**src/rtl/crc_frame_rx.sv**
```systemverilog
// Bit-serial 40-bit frame receiver (24-bit payload + CRC-16-CCITT, MSB first).
// Checks the CRC residue and presents the payload on a valid/ready output register.
module crc_frame_rx #(
  parameter int GAP_MAX = 64
) (
  input  logic        clk,
  input  logic        rst_n,
  input  logic        bit_valid,
  input  logic        bit_in,
  input  logic        sof,
  output logic        out_valid,
  input  logic        out_ready,
  output logic [23:0] payload_out,
  output logic        crc_ok,
  output logic        err_abort,
  output logic        err_overrun,
  output logic        dbg_state
);

  // Handshake: a frame transfers on a rising edge where out_valid && out_ready;
  // out_valid never drops without a transfer, and the held frame is stable until then.

  localparam int GW = (GAP_MAX < 2) ? 1 : $clog2(GAP_MAX + 1);
  localparam logic [GW-1:0] GAP_LIM = GW'(GAP_MAX);

  typedef enum logic {IDLE = 1'b0, RECV = 1'b1} state_t;

  state_t        state_q, state_d;
  logic [5:0]    cnt_q;
  logic [15:0]   crc_q;
  logic [15:0]   crc_d;
  logic [23:0]   shreg_q;
  logic [GW-1:0] gap_q;

  logic start, take, last, gap_hit, abort;

  function automatic logic [15:0] crc_step(input logic [15:0] c, input logic b);
    logic fb;
    fb = b ^ c[15];
    return {c[14:0], 1'b0} ^ (fb ? 16'h1021 : 16'h0000);
  endfunction

  always_ff @(posedge clk or negedge rst_n) begin
    if (!rst_n) state_q <= IDLE;
    else        state_q <= state_d;
  end

  always_comb begin
    state_d = state_q;
    case (state_q)
      IDLE: if (start) state_d = RECV;
      RECV: begin
        if (start)        state_d = RECV;
        else if (last)    state_d = IDLE;
        else if (gap_hit) state_d = IDLE;
      end
      default: state_d = IDLE;
    endcase
  end

  // A sof bit always restarts a frame; in RECV it also discards the partial one.
  always_comb begin
    start   = 1'b0;
    take    = 1'b0;
    last    = 1'b0;
    gap_hit = 1'b0;
    abort   = 1'b0;
    crc_d   = crc_step(crc_q, bit_in);
    start   = bit_valid & sof;
    if (state_q == RECV) begin
      take    = bit_valid & ~sof;
      last    = take & (cnt_q == 6'd39);
      gap_hit = ~bit_valid & (GAP_MAX != 0) & ((gap_q + GW'(1)) == GAP_LIM);
      abort   = start | gap_hit;
    end
  end

  assign dbg_state = state_q;

  always_ff @(posedge clk or negedge rst_n) begin
    if (!rst_n) begin
      cnt_q   <= '0;
      crc_q   <= '0;
      shreg_q <= '0;
      gap_q   <= '0;
    end else if (start) begin
      cnt_q   <= 6'd1;
      crc_q   <= crc_step(16'h0000, bit_in);
      shreg_q <= {shreg_q[22:0], bit_in};
      gap_q   <= '0;
    end else if (take) begin
      crc_q <= crc_d;
      if (cnt_q < 6'd24) shreg_q <= {shreg_q[22:0], bit_in};
      cnt_q <= last ? 6'd0 : cnt_q + 6'd1;
      gap_q <= '0;
    end else if (state_q == RECV) begin
      gap_q <= gap_hit ? '0 : gap_q + GW'(1);
      if (gap_hit) cnt_q <= '0;
    end
  end

  // Output register: a completing frame may load in the same edge as a transfer.
  always_ff @(posedge clk or negedge rst_n) begin
    if (!rst_n) begin
      out_valid   <= 1'b0;
      payload_out <= '0;
      crc_ok      <= 1'b0;
      err_abort   <= 1'b0;
      err_overrun <= 1'b0;
    end else begin
      err_abort   <= abort;
      err_overrun <= last & out_valid & ~out_ready;
      if (last && (!out_valid || out_ready)) begin
        out_valid   <= 1'b1;
        payload_out <= shreg_q;
        crc_ok      <= (crc_d == 16'h0000);
      end else if (out_valid && out_ready) begin
        out_valid <= 1'b0;
      end
    end
  end

endmodule

```
**config.mk**
```make
export PLATFORM = sky130hd
export DESIGN_NAME = crc_frame_rx
export DESIGN_NICKNAME = d
export VERILOG_FILES = /design/src/rtl/crc_frame_rx.sv
export SDC_FILE = /design/constraint.sdc
export NUM_CORES = 1
export LEC_CHECK = 0
export CAP_MARGIN = 25
export CORE_MARGIN = 1.5
export CORE_UTILIZATION = 45
export DETAILED_ROUTE_END_ITERATION = 12
export DONT_BUFFER_PORTS = 1
export MAX_ROUTING_LAYER = met4
export SYNTH_ARGS = -nofsm -noshare
export SYNTH_HDL_FRONTEND = slang
export SYNTH_SLANG_ARGS = --single-unit
```
**constraint.sdc**
```tcl
create_clock -name clk -period 2 [get_ports clk]
set_clock_uncertainty 0.2 [all_clocks]
set_input_delay 0.2 -clock clk [delete_from_list [all_inputs] [get_ports clk]]
set_output_delay 0.2 -clock clk [all_outputs]
set_load 0.01 [all_outputs]
```
## After elaboration in Yosys (flattened, before gate mapping)

Cells that the tools add are included.
W data, S select, Z words.

- Add/subtract/negate cells: 2
- Order comparisons: 1
- Equality and inequality tests: 2
- Muxes and demuxes: 27
- Bitwise gates (word level): 13
- Reduce and logical (&&, ||, !) cells: 12

Operator list:

| cell | count |
|---|---|
| $mux W24 | 3 |
| $mux W16 | 2 |
| $mux W6 | 5 |
| $mux W7 | 4 |
| $mux W13 | 2 |
| $logic_not A16 Y1 | 1 |
| $xor A16 B13 Y16 | 1 |
| $mux W1 | 10 |
| $add A7 B1 Y7 const B | 1 |
| $eq A7 B7 Y1 const B | 1 |
| $add A6 B1 Y6 const B | 1 |
| $and A1 B1 Y1 | 6 |
| $eq A6 B6 Y1 const B | 1 |
| $lt A6 B5 Y1 const B | 1 |
| $reduce_bool A2 Y1 | 3 |
| $reduce_bool A3 Y1 | 2 |
| $not A1 Y1 | 4 |
| $reduce_and A2 Y1 | 2 |
| $logic_and A1 B1 Y1 | 2 |
| $pmux W1 S2 | 1 |
| $logic_not A1 Y1 | 1 |
| $logic_or A1 B1 Y1 | 1 |
| $or A1 B1 Y1 | 1 |
| $xor A1 B1 Y1 | 1 |

- Flip-flop bits (word level): 82
- Input port bits: 6
- Output and inout bits: 29

## Depth between registers and ports, before layout

Gate-level depths: netlist of run 1.

- Depth in word-level cells: 8
- Gate-level depth with buffers: 8

## Worst setup path before layout of run 1

OpenSTA, ideal clock, no wires.

- Kind: reg2reg
- Start point: register gap_q[0]
- End point: register cnt_q[2]
- Data arrival time: 1.644 ns
- Required time: 1.680 ns
- Path slack: 0.036 ns
- Cell stages (with the launch flop): 7
- Path buffers: 0
- Clock period less this slack: 1.964 ns
- Cell sequence: dfrtp_1 ha_1 nand2b_1 o41ai_1 a32o_1 nand3_2 a31o_2

- Word-level cells in the longest chain between the ends: 6

Ends and longest elaborated chain:

| item | RTL line | text |
|---|---|---|
| start, declared | 33 | `logic [GW-1:0] gap_q;` |
| start signal, assigned | 97 | `gap_q <= gap_hit ? '0 : gap_q + GW'(1);` |
| $add A7 B1 Y7 | 73 | `gap_hit = ~bit_valid & (GAP_MAX != 0) & ((gap_q + GW'(1)) == GAP_LIM);` |
| $eq A7 B7 Y1 | 73 |  |
| $and A1 B1 Y1 | 73 |  |
| $mux W1 | 70 | `if (state_q == RECV) begin` |
| $reduce_bool A3 Y1 (no line) | n/a |  |
| $reduce_and A2 Y1 (no line) | n/a |  |
| end signal, assigned | 94 | `cnt_q <= last ? 6'd0 : cnt_q + 6'd1;` |
| end, declared | 29 | `logic [5:0] cnt_q;` |

No other way between the ends.
A chain may end at the register's enable or synchronous reset.

## Worst setup path in the final report of run 1

- Start point: register gap_q[1]
- End point: register cnt_q[0]

The elaborated chain is that of the path after synthesis.

==> results.yml, run 1 <==
critical_path:
  cp_max_fo: 5
  cp.depth: 7
  worst_ep_required_time_ps: 2020
  start_kind: "flip-flop"
  cp_slowest_stage_delay_ps: 450
  r2r_cells: 7
  path_cells: "ha_4 -> nand2b_4 -> o41ai_4 -> a32o_2 -> buf_6 -> and2_4 -> o311ai_4"
  worst_path_max_delay_cell: "dfrtp_2"
  worst_ep_arrival_time_ps: 2050
  cp_top_family: "compound AO/OA/AOI/OAI gates"
  critPathBufInv: 1
  path_class: "reg2reg"
  crit_path_end_kind: "flip-flop"
logic_synthesis:
  synth_edf_count: 0
  synth_top_area_share_pct: 56.5
  ys_top_cells_by_area: "dfrtp_1 (56%), mux2_2 (9.3%), mux2_4 (7.4%)"
  yosysWarnings: 0
  synth-main-ff-cell: "dfrtp_1"
  synthesis.area_um2: 3630
  synthTopCellsByCount: "dfrtp_1 (82), mux2_2 (30), nand2_1 (19)"
  yosys.area.top_type: "dfrtp_1"
  seq_area_frac_synth_pct: 56.5
  ys_types: 46
  ys_ff_latch: 82
  synthCells: 280
  yosysMostFrequentCell: "dfrtp_1"
  syn-num-nets: 289
  syn_avg_cell_area_um2: 13.0
  ys_async_sr_fraction_pct: 100
power:
  power.switching_uw: 970
  ir_drop_mv: 0.324
  clkPwrFrac_pct: 32.0
  combPwrFrac_pct: 12.0
  total_power_mw: 3.76
  seq_power_share_pct: 56.0
  power.density_nw_per_um2: 881
  p_int_mw: 2.79
  switching_share_pct: 25.8
  p_leak_nw: 1.92
sta:
  layout_min_cycle_time_ps: 2030
  timing.slew.headroom_pct: 69.6
  final.setup.worst_slack_ps: -29.7
  slew_viol_final: 0
  rsz0062_at_grt: "true"
  hold_viol_final: 82
  finalCritPeriodShare_pct: 101
  fin_hold_ws_ps: -670
  setup_viol: 4
  max_freq_ghz: 0.493
  tightest_slew_ps: 454
run:
  cap_violations: 0
die:
  die_h_um: 92.8
  die_area_um2: 8620
  die_w_um: 92.8
  io-pin-count: 35
  fp.coreArea_um2: 7770
  start_util_pct: 46.8
  rows: 32
global_routing:
  first_global_vias: 2281
  grt_use_total_pct: 17.7
  grt_pass1_wl_um: 11500
  grt-ovfl-total: 0
  grt_start_max_net_pins: 83
  antenna_found_initial: 0
drt:
  drtAntennaViolNets: 0
  drc: 0
  wirelength_um: 7010
  drt_iter0_markers: 69
  dr.pass1.iters: 4
  routedWlPerCell_um: 16.8
  vias: 2309
  viasPerCell: 5.52
status:
  status: "complete, but fails checks"
  violations: "negative hold slack, negative setup slack"
clocking:
  cts_tree: "built"
  cts-root-buf: "clkbuf_8"
  htree_levels: 3
  clock-sinks: 82
  clk_path_buf_depth: 2
  path_clk_slew_ps: 90
  cts_hold_buf: 16
  cts_buffers: 9
  clock_latency_ps: 350
layout:
  area_growth_syn_to_layout_pct: 17.5
  num_antenna_cells: 0
  layout.nets: 320
  final_layout_size_suffix_gt1_share_pct: 32.6
min_path:
  hold_path_class: "in2async"
placed_design:
  io_buffers: 0
  hpwl_um: 4170
  gp_congestion: 0.769
-- worst reg2reg max path, stage by stage (launching register included) --
cell      delay [ps]
dfrtp_2          450
ha_4             180
nand2b_4         140
o41ai_4          280
a32o_2           270
buf_6            110
and2_4           180
o311ai_4          90
-- power by group through the flow --
stage / Clock [mW] / Combinational, mW / Sequential, mW
after floorplan: 0 / 0.337 / 2.08
after global placement: 0 / 0.383 / 2.13
after global routing: 1.31 / 0.501 / 2.15
after CTS: 1.23 / 0.433 / 2.10
final: 1.20 / 0.449 / 2.10
after detailed placement: 0 / 0.398 / 2.14
-- registers in the layout, indices dropped and copies added (netlist names) --
register	flops
shreg_q	24
crc_ok	1
payload_out	24
dbg_state	1
gap_q	7
out_valid	1
err_overrun	1
crc_q	16
err_abort	1
cnt_q	6
-- placed cells by master (no fill, tap or decap), types with 2 or more instances in the layout --
cell type       n
mux2_4         18
xor2_1          2
nand2b_1        2
and3_1          2
and3_4          2
o22ai_1         6
dfrtp_2         3
nand3_1         4
o21ai_0        13
ha_1            2
dfrtp_1        79
nor3_1          3
nor2_1         11
nor2_2          2
a21oi_1        10
xnor2_1         2
clkinv_2        2
o21a_1          2
nand2_1        19
inv_1           4
nor4_1          4
mux2_2         30
buf_12          2
a31o_2          3
clkbuf_8        9
buf_4          12
clkinv_4        2
nor3b_1         3
a22o_1         13
buf_6           2
o21ai_1         5
a211oi_1        2
dlygate4sd3_1  16
-- stage by stage --
step | setup TNS, ps | setup WS, ps | utilization, % | cell area (um^2) | cells
finish | -39.5 | -29.7 | 54.9 | 4270 | 418
detailed placement | 0 | 3.08 | 48.7 | 3780 | 384
global placement | 0 | 35.1 | 48.7 | 3780 | 384
global route | -534 | -77.9 | 54.9 | 4270 | 418
CTS | 0 | 18.5 | 53.4 | 4150 | 416
floorplan | 0 | 35.8 | - | 3630 | 280
-- cells by family (layout without fill, tap and decap cells) --
| family | count (synthesis) | count (layout) | synth area share [%] |
|---|---|---|---|
| buffers and inverters | 18 | 54 | 3.69 |
| AO/OA/AOI/OAI | 60 | 60 | 11.3 |
| multiplexers | 48 | 48 | 16.7 |
| adder cells (fa/ha/maj) | 3 | 3 | 1.03 |
| AND/OR/NAND/NOR | 64 | 64 | 9.58 |
| flip-flops | 82 | 82 | 56.5 |
| XOR/XNOR | 5 | 5 | 1.21 |
-- layer usage --
| layer | GRT usage [%] | vias to the layer above | share of wire, % |
|---|---|---|---|
| met4 | 6.06 | 0 | 1.7 |
| met3 | 5.42 | 11 | 4.3 |
| li1 | - | 1085 | - |
| met5 | - | - | 0 |
| met1 | 23.5 | 1163 | 48 |
| met2 | 25.7 | 50 | 46 |
-- layout make-up --
class                           count  area [um^2]
Sequential cell                    82         2060
Multi-Input combinational cell    180         1530
Clock buffer                       10          128
Inverter                            5         18.8
Fill cell                         658         3500
Tap cell                          102          128
Clock inverter                      6         66.3
Timing Repair Buffer               33          338
-- path summary, 6_finish.rpt --
path                                    startpoint  slack, ps                          end
max reg2reg                   gap_q[1]$_DFFE_PN0P_        -30         cnt_q[0]$_DFFE_PN0P_
max                           gap_q[1]$_DFFE_PN0P_        -30         cnt_q[0]$_DFFE_PN0P_
min                                          rst_n       -670  payload_out[18]$_DFFE_PN0P_
min reg2reg                shreg_q[23]$_DFFE_PN0P_        310  payload_out[23]$_DFFE_PN0P_
min in group clk                               sof         50        err_overrun$_DFF_PN0_
max in group asynchronous                    rst_n       2120          dbg_state$_DFF_PN0_
-- what timing repair did --
action,4_1_cts,5_1_grt
pin swaps,1,5
gates cloned,0,1
hold endpoints to repair,103,82
setup endpoints to repair,4,38
resized for setup,2,21
setup buffers,0,1
(Power assumes the default switching activity.)
==> inputs of run 2 (changes only) <==
- PLACE_DENSITY: not set -> 0.62
- clock period: 2 -> 2.2 ns (I/O delays scaled with it)
==> run 2 against run 1 <==
Via count is 2.8% lower; power is 13% lower; non-clock buffer count is 17 lower; highest routed layer unchanged; first-iteration DRC count is 52% higher; count of clock-buffer cells in the layout stayed put; critical path depth is 1 higher; final cell count is 4.1% lower; sequential share of layout area is 3.0 points higher; die area stayed put; largest cell class unchanged; the run ends with negative hold slack left.
==> results.yml, run 2 (same netlist as run 1, synthesis figures left out) <==
placed_design:
  placed_area_um2: 3720
  hpwl_um: 4020
  pre_cts_slack_ps: 110
  gp_congestion: 0.882
  io_buffers: 0
layout:
  layout.nets: 303
  area_growth_syn_to_layout_pct: 10.4
  final_layout_size_suffix_gt1_share_pct: 29.1
  final_cell_mix: "dfrtp_1 (81), mux2_2 (30), nand2_1 (19)"
  biggestRegsByFlops: "payload_out x24, shreg_q x24, crc_q x16"
  num_antenna_cells: 0
  layout_commonest_cell: "dfrtp_1"
  final_area_um2: 4010
sta:
  setup_viol: 0
  hold_viol_final: 82
  layout_min_cycle_time_ps: 2110
  timing.slew.headroom_pct: 60.4
  max_freq_ghz: 0.474
  final.setup.worst_slack_ps: 91.2
  tightest_slew_ps: 595
  final.setup.tns_ps: 0
  fin_hold_ws_ps: -651
  slew_viol_final: 0
  finalCritPeriodShare_pct: 95.9
  rsz0062_at_grt: "false"
status:
  violations: "negative hold slack"
  status: "complete, but fails checks"
drt:
  viasPerCell: 5.60
  drtAntennaViolNets: 0
  wirelength_um: 6600
  dr.pass1.iters: 4
  vias: 2244
  drc: 0
  routedWlPerCell_um: 16.5
  drt_iter0_markers: 105
global_routing:
  grt_start_max_net_pins: 83
  first_global_vias: 2186
  grt_use_total_pct: 17.5
  grt_pass1_wl_um: 11400
  antenna_found_initial: 0
  grt-ovfl-total: 0
die:
  start_util_pct: 46.8
  io-pin-count: 35
  die_h_um: 92.8
  fp.coreArea_um2: 7770
  die_area_um2: 8620
  rows: 32
  die_w_um: 92.8
critical_path:
  crit_path_frequent_cell: "nand2_1"
  path_cells: "ha_1 -> nand4b_1 -> nor2_2 -> buf_4 -> nand2_1 -> dlygate4sd3_1 -> nand2_1 -> o21ai_0"
  start_kind: "flip-flop"
  worst_path_max_delay_cell: "dlygate4sd3_1"
  crit_start: "cnt_q[0]$_DFFE_PN0P_"
  worst_ep_required_time_ps: 2270
  reg2reg_from: "cnt_q[0]$_DFFE_PN0P_"
  critPathBufInv: 2
  path_class: "reg2reg"
  crit_path_end_kind: "flip-flop"
  cp_top_family: "buffers and inverters"
  worst_ep_arrival_time_ps: 2180
  cp_slowest_stage_delay_ps: 550
  cp_max_fo: 6
min_path:
  hold_path_class: "in2async"
clocking:
  htree_levels: 3
  cts_hold_buf: 9
  clk_path_buf_depth: 2
  cts_tree: "built"
  clock_latency_ps: 350
  cts_buffers: 9
  path_clk_slew_ps: 90
  clock-sinks: 82
  cts_setup_buffers: 0
  cts-root-buf: "clkbuf_8"
power:
  p_leak_nw: 1.83
  ir_drop_mv: 0.260
  power.density_nw_per_um2: 814
  total_power_mw: 3.26
run:
  cap_violations: 0
run 2: cell count changes in the layout (fill, tap and decap cells not counted), moves of 4 or more:
| cell | previous run | this run |
|---|---|---|
| buf_4 | 12 | 5 |
| o21ai_1 | 5 | 1 |
| dlygate4sd3_1 | 16 | 7 |
| o21ai_0 | 13 | 17 |
run 2: what timing repair did:
item,4_1_cts,5_1_grt
hold endpoints to repair,101,82
gates resized for setup,0,7
setup endpoints to repair,0,29
run 2: area by class of cell:
| type | instances | area [um^2] |
|---|---|---|
| clock inverters | 6 | 50.0 |
| fillers | 685 | 3760 |
| multi-input cells | 180 | 1460 |
| inverters | 5 | 18.8 |
| clock buffers | 10 | 128 |
| well taps | 102 | 128 |
| repair buffers | 16 | 173 |
| flip-flops and latches | 82 | 2050 |
run 2: routing by layer:
metal | wire (um) | track usage (%) | share of wire [%]
met5 | 0 | - | 0
met4 | 110 | 6.94 | 1.7
met3 | 373 | 5.42 | 5.6
met2 | 3020 | 25.0 | 46
met1 | 3100 | 23.3 | 47
run 2: path summary, 6_finish.rpt:
check / endpoint / slack [ps] / cells past startpoint
max in group asynchronous: cnt_q[0]$_DFFE_PN0P_ / 2340 / 0
min reg2reg: payload_out[23]$_DFFE_PN0P_ / 310 / 1
max: dbg_state$_DFF_PN0_ / 90 / 8
min: payload_out[18]$_DFFE_PN0P_ / -650 / 0
min in group clk: gap_q[6]$_DFFE_PN0P_ / 40 / 2
max reg2reg: dbg_state$_DFF_PN0_ / 90 / 8
run 2: worst reg2reg max path, delay by kind of cell, from the launching register on:
family                   cells  cell delay, ps
AO/OA/AOI/OAI                1             140
flip-flops                   1             450
adder cells (fa/ha/maj)      1             250
buffers and inverters        2             700
AND/OR/NAND/NOR              4             300
run 2: power breakdown:
part / switching, mW / total [mW] / internal [mW]
logic: 0.121 / 0.357 / 0.235
registers: 0.178 / 1.92 / 1.74
clock network: 0.569 / 0.991 / 0.422
total: 0.868 / 3.26 / 2.40
run 2: stage by stage:
| stage | util [%] | std cells |
|---|---|---|
| detailed placement | 47.9 | 376 |
| global placement | 47.9 | 376 |
| global route | 51.6 | 401 |
| finish | 51.6 | 401 |
| CTS | 51.4 | 401 |
| floorplan | - | 280 |
